===== src/rtl/pipelined_addsub.sv =====
// pipelined_addsub: WIDTH-bit adder/subtractor with the carry chain split into STAGES registered slices
module pipelined_addsub #(
  parameter int WIDTH  = 8,
  parameter int STAGES = 2
) (
  input  logic             clk,
  input  logic             rst,
  input  logic             in_valid,
  output logic             in_ready,
  input  logic [WIDTH-1:0] a,
  input  logic [WIDTH-1:0] b,
  input  logic             sub,
  output logic             out_valid,
  input  logic             out_ready,
  output logic [WIDTH-1:0] sum,
  output logic             cout,
  output logic             ovf
);
  localparam int SW = WIDTH / STAGES;
  logic             adv;
  logic [WIDTH-1:0] b_eff;
  logic             ovf_q, ovf_d;
  assign b_eff = sub ? ~b : b;
  for (genvar k = 0; k < STAGES; k++) begin : g_st
    logic                  v_i, c_i, c_q, c_d, v_q;
    logic [SW-1:0]         as_i, bs_i, ss;
    logic [(k+1)*SW-1:0]   s_q, s_d;
    if (k == 0) begin : g_head
      assign as_i = a[SW-1:0];
      assign bs_i = b_eff[SW-1:0];
      assign c_i  = sub;
      assign v_i  = in_valid;
      assign s_d  = ss;
    end else begin : g_tail
      assign as_i = g_st[k-1].g_ops.ah_q[k*SW +: SW];
      assign bs_i = g_st[k-1].g_ops.bh_q[k*SW +: SW];
      assign c_i  = g_st[k-1].c_q;
      assign v_i  = g_st[k-1].v_q;
      assign s_d  = {ss, g_st[k-1].s_q};
    end
    // slice adder fed by the previous slice's registered carry
    always_comb {c_d, ss} = {1'b0, as_i} + {1'b0, bs_i} + {{SW{1'b0}}, c_i};
    // stage register: valid, carry and completed low sum bits advance together
    always_ff @(posedge clk)
      if (rst) begin
        v_q <= 1'b0;
        c_q <= 1'b0;
        s_q <= '0;
      end else if (adv) begin
        v_q <= v_i;
        c_q <= c_d;
        s_q <= s_d;
      end
    if (k < STAGES - 1) begin : g_ops
      logic [WIDTH-1:(k+1)*SW] ah_q, bh_q, ah_d, bh_d;
      if (k == 0) begin : g_src
        assign ah_d = a[WIDTH-1:SW];
        assign bh_d = b_eff[WIDTH-1:SW];
      end else begin : g_fwd
        assign ah_d = g_st[k-1].g_ops.ah_q[WIDTH-1:(k+1)*SW];
        assign bh_d = g_st[k-1].g_ops.bh_q[WIDTH-1:(k+1)*SW];
      end
      // skew register: operand bits not yet consumed travel with the beat
      always_ff @(posedge clk)
        if (rst) begin
          ah_q <= '0;
          bh_q <= '0;
        end else if (adv) begin
          ah_q <= ah_d;
          bh_q <= bh_d;
        end
    end
  end
  // signed overflow from the top slice's operand and result sign bits
  always_comb ovf_d = (g_st[STAGES-1].as_i[SW-1] == g_st[STAGES-1].bs_i[SW-1]) &&
                      (g_st[STAGES-1].ss[SW-1] != g_st[STAGES-1].as_i[SW-1]);
  // overflow flag registered alongside the final stage
  always_ff @(posedge clk)
    if (rst) ovf_q <= 1'b0;
    else if (adv) ovf_q <= ovf_d;
  assign out_valid = g_st[STAGES-1].v_q;
  assign sum       = g_st[STAGES-1].s_q;
  assign cout      = g_st[STAGES-1].c_q;
  assign ovf       = ovf_q;
  assign adv       = !out_valid || out_ready;
  assign in_ready  = adv;
endmodule


===== config.mk =====
export PLATFORM = sky130hd
export DESIGN_NAME = pipelined_addsub
export DESIGN_NICKNAME = d
export VERILOG_FILES = /design/src/rtl/pipelined_addsub.sv
export SDC_FILE = /design/constraint.sdc
export NUM_CORES = 1
export LEC_CHECK = 0
export CAP_MARGIN = 20
export CORE_MARGIN = 2
export CORE_UTILIZATION = 37
export CTS_CLUSTER_DIAMETER = 60
export CTS_CLUSTER_SIZE = 25
export DETAILED_ROUTE_END_ITERATION = 10
export GPL_TIMING_DRIVEN = 0
export PLACE_DENSITY_LB_ADDON = 0.25
export SYNTH_ARGS = -nofsm -noshare
export SYNTH_HDL_FRONTEND = slang
export SYNTH_SLANG_ARGS = --single-unit

===== constraint.sdc =====
create_clock -name clk -period 3.2 [get_ports clk]
set_input_delay 0.32 -clock clk [delete_from_list [all_inputs] [get_ports clk]]
set_output_delay 0.32 -clock clk [all_outputs]
set_load 0.1 [all_outputs]

# == After elaboration in Yosys (flattened, before gate mapping) ==
# Cells that the tools add are included.
# totals
ff_bits,25
in_bits,21
out_inout_bits,12
elab_cells,20
# classes
addsub,4
eq_ne,2
mux,1
n_bitwise,1
n_reduce_logical,3
# op_table
operator,count
4-bit by 4-bit adder with 5-bit output,2
5-bit by 1-bit adder with 5-bit output,2
8-bit two-way mux,1
8-bit inverter,1
1-bit == test,1
1-bit logical AND,1
1-bit zero test,1
1-bit logical OR,1
1-bit != test,1

# == Depth between registers and ports, before layout ==
# Gate-level depths: netlist of run 1.
# logic_depth
word_depth,4
depth_mapped,6
mapped_depth_nobuf,6

# == Least setup slack after synthesis of run 1 ==
# Ideal clock, no wire load.
# synth_timing
path_kind,register -> register
from,"reg g_st[1].v_q, in the netlist out_valid"
to,"reg g_st[1].s_q[5], in the netlist sum[5]"
t_arrival_ps,1977
required_ps,3114
path_slack_ps,1136
stages_incl_launch_ff,5
path_buffers,1
period_less_slack_ps,2064
cell_sequence,dfxtp_1 -> nor2b_2 -> inv_1 -> buf_2 -> a211oi_1
# synth_via
elab_chain_cells,2
# synth_rtl
element,line_no,source
"start, declared",25,"logic v_i, c_i, c_q, c_d, v_q;"
"start signal, assigned",50,v_q <= v_i;
1-bit zero test,85,assign adv = !out_valid || out_ready;
1-bit logical OR,85,
via in_ready,9,"output logic in_ready,"
"end signal, assigned",48,s_q <= '0;
"end signal, assigned",52,s_q <= s_d;
"end, declared",27,"logic [(k+1)*SW-1:0] s_q, s_d;"
# The timed path passes the listed nets, and every way through them passes these cells.
# A chain may end at the register's enable or synchronous reset.

# == Worst setup path after layout of run 1 ==
# layout_timing
from,in out_ready
to,out in_ready
# layout_via
elab_chain_cells,1
# layout_rtl
element,line_no,source
"start, declared",14,"input logic out_ready,"
1-bit logical OR,85,
"end, declared",9,
# No other way between the ends.

==> results.toml, run 1 <==
[status]
status = "complete, no violations"

[timing]
skew_ns = 0.000556
drv_slew = 0
setup_viol = 0
period_share_pct = 84.9
timing.fmax_mhz = 368
hold_viol_final = 0
fin_tns_setup_ns = 0
timing.final.crit_period_ns = 2.72
worst_hold_slack_ns = 0.352
rsz0062_at_grt = "no"
fin_ws_ns = 0.485
slew_headroom_pct = 35.3
worstMarginPinSlew_ns = 0.967

[min_path]
min_from = "sub"
hold_path_class = "in -> reg"
hold_end = "g_st[0].g_ops.bh_q[4]"
hold_depth = 3

[power_and_ir_drop]
power_frac_clock_pct = 18.2
total_power_mw = 0.782
power_frac_comb_pct = 35.7
pwr-share-seq_pct = 46.1
p_switching_mw = 0.292
switching_share_pct = 37.4
intPower_mw = 0.489
powerDensity_nw_per_um2 = 473
leakage_nw = 0.654
irDropWorstVdd_uv = 132

[critical_path]
critPathCaptureType = "output pin"
worst_r2r_path_depth = 4
r2r-end = "sum[5]"
cp_max_fo = 10
cp.arrival_ns = 2.40
r2r_setup_slack_ns = 1.63
path_class = "in -> out"
rr_startpoint = "g_st[0].c_q"
start_kind = "input port"
required_ns = 2.88

[cells_and_area]
finalNetCount = 207
design_area_um2 = 1650
drive_above_1_share_pct = 8.52
areaGrowthSynthToFinish_pct = 31.5
final-instance-count-excl-fill = 222
antenna_cells = 0
final_common_cell = "clkdlybuf4s50_1"
layout_common_cells = "clkdlybuf4s50_1, nand2_1, dfxtp_1"
utilization_pct = 49.9

[floorplan]
die_x_um = 62.3
die_h_um = 62.3
core_um2 = 3310
die_area_um2 = 3880
start_util_pct = 37.9
std_cell_rows = 21
io_pins = 33

[grt]
track_usage_pct = 15.4
grt_pass1_wl_mm = 4.78
first_global_vias = 1093
grt.overflow.total = 0
grt_max_degree = 15
antenna_found_initial = 0

[route]
drc = 0
wl_per_cell_um = 12.7
antenna_left = 0
num_vias = 1105
wl_mm = 2.81
via_per_inst = 4.98
drtIter0Drc = 23
dr.pass1.iters = 4

[place]
dp_cells = 218
io_buffers = 31
post-place-ws_ns = 0.465
placed_area_um2 = 1620
dp_hpwl_mm = 2.10
gp_congestion = 0.881

[clocking]
clock_sinks = 25
hold_buffers = 0
clockRootBuffer = "clkbuf_4"
clock_path_buffers = 2
numCtsBuffers = 3
clock_latency_ns = 0.32
post_cts_buffers = 0
clkTransAtPathRegs_ns = 0.13
ctsResizeCount = 0
cts_tree = "yes"
h-tree-depth = 1

[logic_synthesis]
synth_warnings = 0
synth_top_area_cell = "dfxtp_1"
synthTopCellsByArea = "dfxtp_1, nand2_1, ha_1"
syn-instance-count = 141
ys_types = 32
netlist_area_um2 = 1260
yosysSeqAreaShare_pct = 39.8
synthesis.nets = 171
ys_ff_latch = 25
avgSynthCellArea_um2 = 8.91
yosysTopAreaCellShare_pct = 39.8

[job]
max_cap_violations = 0
## Yosys cell counts
library cell,instances
dfxtp_1,25
nand2_1,25
a21oi_1,13
nor2_1,13
a211oi_1,9
ha_1,6
xnor2_1,6
buf_2,5
inv_1,4
nand3b_1,4
xor2_1,4
fa_1,3
a2111o_1,2
a21o_1,2
clkbuf_1,2
o211ai_1,2
a2111oi_2,1
a31oi_1,1
and2_2,1
buf_1,1
buf_6,1
mux2_4,1
nand2b_1,1
nand3_1,1
nand4_1,1
nor2b_1,1
nor2b_2,1
nor3_1,1
nor4bb_1,1
o21ai_0,1
or2_2,1
or4b_1,1
## per-layer routing
metal / track usage [%] / part of all wire [%] / wire [um] / vias up
met2: 26.6 / 47 / 1310 / 42
met5: 0 / 0 / 0 / -
met4: 7.50 / 2.2 / 61 / 0
met3: 1.99 / 5.5 / 154 / 5
li1: - / - / - / 553
met1: 18.8 / 46 / 1290 / 505
## area by class of cell
class / count / area (um^2)
buffer: 9 / 47.5
clock buffer: 3 / 22.5
clock inverter: 1 / 5.00
fill: 323 / 1660
inverter: 4 / 15.0
multi-input combinational: 103 / 693
sequential: 25 / 500
tap: 46 / 57.6
timing repair buffer: 31 / 310
## power by group through the flow
stage / Combinational, mW / Sequential [mW] / Clock, mW
after floorplan: 0.101 / 0.467 / 0
after global placement: 0.276 / 0.367 / 0
final: 0.279 / 0.361 / 0.142
after detailed placement: 0.280 / 0.368 / 0
after CTS: 0.281 / 0.361 / 0.147
after global routing: 0.300 / 0.365 / 0.160
## worst max-delay path, cell delays in order
cell and delay [ns]:
clkdlybuf4s50_1 0.50, nor2b_2 0.08, inv_1 0.08, buf_2 0.23, clkdlybuf4s50_1 1.18
## worst max-delay path by stage
stage                         start       end  depth (start not counted)
after global routing      out_ready  in_ready                          5
after floorplan           out_valid    sum[5]                          4
after CTS                 out_ready  in_ready                          5
final                     out_ready  in_ready                          5
after global placement    out_ready  in_ready                          5
after detailed placement  out_ready  in_ready                          5
## registers in the layout, summed over array words and instances, names as in the netlist
register         flops
ovf                  1
g_st.v_q             1
cout                 1
g_st.g_ops.ah_q      4
g_st.g_ops.bh_q      4
sum                  8
out_valid            1
g_st.s_q             4
g_st.c_q             1
## kinds of logic after synthesis
family	share of synthesized area (%)
muxes	1.19
buffers and inverters	4.98
DFF	39.8
and+or+nand+nor	19.4
AOI/OAI and AO/OA	16.8
adders and majority gates	10.8
xor gates and xnor gates	6.97
No activity file was read; power rests on OpenSTA's default activity.
==> run 2, diff against run 1 <==
==> constraint.sdc (replaced) <==
create_clock -name clk -period 2.3 [get_ports clk]
set_input_delay 0.23 -clock clk [delete_from_list [all_inputs] [get_ports clk]]
set_output_delay 0.23 -clock clk [all_outputs]
set_load 0.1 [all_outputs]
==> run 2 against run 1 <==
- sequential share of layout area grew 0.092 points
- critical path depth decreased by 4
- first-iteration DRC count rose by 4.3%
- core utilization shrank 0.15 points
- largest cell class unchanged
==> results.toml, run 2 (synthesized netlist as in run 1, its figures left out) <==
[status]
status = "complete, no violations"

[critical_path]
r2r-end = "sum[5]"
critPathMaxStageDelay_ns = 1.15
crit_chain = "clkdlybuf4s50_1"
worstPathBufferInverterCount = 1
r2r_setup_slack_ns = 0.73
rr_startpoint = "g_st[0].c_q"
cp_max_fo = 3
start_kind = "flop"
setup.worst_path.start = "out_valid"
cp.arrival_ns = 1.85
path_class = "reg -> out"
required_ns = 2.07
critPathCaptureType = "output pin"
crit_family = "buffers and inverters"
crit_slowest_cell = "clkdlybuf4s50_1"
worst_r2r_path_depth = 4

[route]
drtIter0Drc = 24
antenna_left = 0
dr.pass1.iters = 4
num_vias = 1102
via_per_inst = 4.96
wl_mm = 2.81
drc = 0
wl_per_cell_um = 12.7

[grt]
use_met1_pct = 18.8
grt_use_met2_pct = 26.6
top_usage_layer = "met2"
first_global_vias = 1093
track_usage_pct = 15.4
grt.overflow.total = 0
antenna_found_initial = 0
grt_max_degree = 15
grt_pass1_wl_mm = 4.78
use_met3_pct = 1.99

[timing]
drv_slew = 0
period_share_pct = 90.5
slew_headroom_pct = 35.3
worst_hold_slack_ns = 0.263
timing.fmax_mhz = 480
rsz0062_at_grt = "no"
hold_viol_final = 0
timing.final.crit_period_ns = 2.08
skew_ns = 0.000556
worstMarginPinSlew_ns = 0.967
setup_viol = 0
fin_ws_ns = 0.218

[min_path]
min_from = "sub"
hold_end = "g_st[0].g_ops.bh_q[4]"
hold_depth = 3
hold_path_class = "in -> reg"

[clocking]
cts_tree = "yes"
clockRootBuffer = "clkbuf_4"
clock_path_buffers = 2
clock_sinks = 25
clock_latency_ns = 0.32
clkTransAtPathRegs_ns = 0.13
numCtsBuffers = 3
h-tree-depth = 1

[floorplan]
core_um2 = 3310
std_cell_rows = 21
die_x_um = 62.3
start_util_pct = 37.9
io_pins = 33
die_area_um2 = 3880
die_h_um = 62.3

[place]
io_buffers = 31
gp_congestion = 0.881
dp_hpwl_mm = 2.10
post-place-ws_ns = -0.255

[job]
max_cap_violations = 0

[cells_and_area]
fill_cells = 324
largest_reg_flops = 8
finalNetCount = 207
antenna_cells = 0
utilization_pct = 49.7
layout_common_cells = "clkdlybuf4s50_1, nand2_1, dfxtp_1"
areaGrowthSynthToFinish_pct = 31.1
drive_above_1_share_pct = 9.09
final_common_cell = "clkdlybuf4s50_1"

[power_and_ir_drop]
irDropWorstVdd_uv = 184
leakage_nw = 0.653
powerDensity_nw_per_um2 = 660
run 2: layout make-up:
cell class | instances | area (um^2) | area share, %
buffer | 9 | 47.5 | 2.89
inverter | 4 | 15.0 | 0.912
multi-input combinational | 103 | 693 | 42.1
timing repair buffer | 31 | 305 | 18.5
sequential | 25 | 500 | 30.4
clock inverter | 1 | 5.00 | 0.304
tap | 46 | 57.6 | 3.50
clock buffer | 3 | 22.5 | 1.37
run 2: how the worst max path moves through the flow:
| stage | end | cells after the start | slack (ns) |
|---|---|---|---|
| floorplan | sum[5] | 4 | 0.24 |
| global placement | in_ready | 5 | -0.23 |
| detailed placement | in_ready | 5 | -0.26 |
| CTS | in_ready | 4 | 0.005 |
| global route | out_valid | 1 | 0.16 |
| finish | out_valid | 1 | 0.22 |
run 2: through the flow:
step                power [mW]  instances  instance area, um^2  setup TNS, ns
floorplan                0.791        141                 1260              0
detailed placement       0.902        218                 1620         -0.255
global route              1.15        222                 1650              0
global placement         0.894        218                 1620         -0.233
CTS                       1.10        222                 1650              0
finish                    1.09        222                 1650              0
run 2: where the power goes:
group / internal (mW) / total (mW) / switching (mW)
clock network: 0.0653 / 0.198 / 0.132
logic: 0.138 / 0.388 / 0.250
registers: 0.477 / 0.502 / 0.0244
total: 0.680 / 1.09 / 0.407
run 2: layer usage:
metal	part of all wire, %	wire (um)
met4	2.2	61
met5	0	0
met1	46	1290
met2	47	1310
met3	5.5	154
run 2: repair_timing:
action / CTS / global route
endpoints found under the setup margin: 1 / 1
hold buffers: 0 / 0
endpoints found under the hold margin: 0 / 0
buffers inserted: 0 / 0
gates resized for setup: 2 / 1
run 2: tightest hold or removal path: stages:
cell      delay (ns)
buf_6           0.14
xnor2_1         0.12
a211oi_1        0.06
==> run 3, diff against run 2 <==
==> constraint.sdc (replaced) <==
create_clock -name clk -period 1.77 [get_ports clk]
set_input_delay 0.177 -clock clk [delete_from_list [all_inputs] [get_ports clk]]
set_output_delay 0.177 -clock clk [all_outputs]
set_load 0.1 [all_outputs]
==> run 3 against run 2 <==
- critical path depth rose by 5
- clock power rose by 26%
- non-clock buffer count did not move
- register-to-register slack got worse by 0.53 ns
- sequential share of layout area rose by 0.12 points
- wire length fell by 4.2%
- worst setup slack got worse by 0.16 ns
- critical path type is now in -> reg
==> results.toml, run 3 (synthesized netlist as in run 1, its figures left out) <==
[route]
via_per_inst = 4.94
num_vias = 1097
wl_mm = 2.70
drc = 0
dr.pass1.iters = 4
antenna_left = 0
wl_per_cell_um = 12.1
drtIter0Drc = 47

[grt]
first_global_vias = 1044
grt_pass1_wl_mm = 4.59
grt.overflow.total = 0
grt_max_degree = 15
antenna_found_initial = 0
track_usage_pct = 14.5

[clocking]
cts_tree = "yes"
h-tree-depth = 1
clkTransAtPathRegs_ns = 0.13
clock_latency_ns = 0.31
clock_path_buffers = 2
clock_sinks = 25
clockRootBuffer = "clkbuf_4"
numCtsBuffers = 3

[critical_path]
r2r_setup_slack_ns = 0.20
cp.arrival_ns = 1.92
crit_slowest_cell = "clkdlybuf4s50_1"
critPathCaptureType = "flop"
critPathMaxStageDelay_ns = 0.51
cp_max_fo = 3
path_class = "in -> reg"
start_kind = "input port"
crit_chain = "clkdlybuf4s50_1, mux2_4, fa_2, a21o_1, a211oi_2, nor3_1"
required_ns = 1.97

[floorplan]
std_cell_rows = 21
die_area_um2 = 3880
core_um2 = 3310
die_h_um = 62.3
start_util_pct = 37.9
die_x_um = 62.3
io_pins = 33

[timing]
skew_ns = 0.00356
timing.final.crit_period_ns = 1.72
worst_hold_slack_ns = 0.221
fin_tns_setup_ns = 0
fin_ws_ns = 0.0543
timing.fmax_mhz = 583
slew_headroom_pct = 36.5
hold_viol_final = 0
period_share_pct = 96.9
rsz0062_at_grt = "no"
worstMarginPinSlew_ns = 0.957
setup_viol = 0
drv_slew = 0

[cells_and_area]
areaGrowthSynthToFinish_pct = 30.9
finalNetCount = 207
fill_cells = 345
antenna_cells = 0
final_common_cell = "nand2_1"
utilization_pct = 49.7
design_area_um2 = 1640
largest_reg_flops = 8
layout_common_cells = "nand2_1, dfxtp_1, clkdlybuf4s50_1"
drive_above_1_share_pct = 10.8

[place]
placed_area_um2 = 1630
gp_congestion = 0.875
io_buffers = 31
post-place-ws_ns = -0.661
dp_hpwl_mm = 2.00

[power_and_ir_drop]
powerDensity_nw_per_um2 = 846
leakage_nw = 0.697
irDropWorstVdd_uv = 237

[job]
max_cap_violations = 0

[min_path]
hold_path_class = "in -> reg"

[status]
status = "complete, no violations"
-- run 3: changes by cell type in the layout (fill, tap and decap cells not counted) --
cell             delta
buf_4               +1
clkbuf_2            -1
dfxtp_1             -1
dfxtp_2             +1
fa_1                -1
dlygate4sd2_1      +11
fa_2                +1
clkdlybuf4s50_1    -11
a211oi_1            -1
a211oi_2            +1
-- run 3: worst max-delay path: cells and delay by family --
| family | cells | cell delay (ns) |
|---|---|---|
| AND/OR/NAND/NOR | 1 | 0.07 |
| buffers and inverters | 1 | 0.51 |
| AO/OA/AOI/OAI | 2 | 0.46 |
| adder cells (fa/ha/maj) | 1 | 0.36 |
| multiplexers | 1 | 0.34 |
-- run 3: final cells by class --
type | instances | area [um^2] | area share [%]
multi-input combinational | 103 | 701 | 42.6
clock buffer | 3 | 22.5 | 1.37
tap | 46 | 57.6 | 3.50
inverter | 4 | 15.0 | 0.913
timing repair buffer | 31 | 294 | 17.9
sequential | 25 | 502 | 30.5
buffer | 9 | 47.5 | 2.89
clock inverter | 1 | 5.00 | 0.304
-- run 3: per-stage QoR --
step                      total power [mW]  std cells
after floorplan                       1.03        141
after global placement                1.16        218
after detailed placement              1.17        218
after CTS                             1.40        222
after global routing                  1.46        222
final                                 1.39        222
-- run 3: power by group --
part	internal, mW	total (mW)	switching [mW]
clock network	0.0844	0.249	0.165
registers	0.621	0.652	0.0310
logic	0.163	0.490	0.326
total	0.868	1.39	0.522
-- run 3: path summary, 6_finish.rpt --
kind,to,depth (start not counted),start
worst max-delay path,g_st[0].c_q,6,b[0]
worst min-delay path,g_st[0].g_ops.bh_q[7],3,sub
worst max register to register,sum[5],4,g_st[0].c_q
worst min register to register,sum[1],2,sum[1]
-- run 3: timing repair --
item,in CTS,in global routing
resized for setup,18,1
buffers inserted,0,0
hold buffers,0,0
setup endpoints to repair,13,1
-- run 3: per-layer routing --
metal	vias up	GRT usage [%]	wire, um
met4	0	5.00	7
met2	38	24.6	1260
met5	-	0	0
met1	503	18.8	1290
met3	2	2.36	146
li1	554	-	-
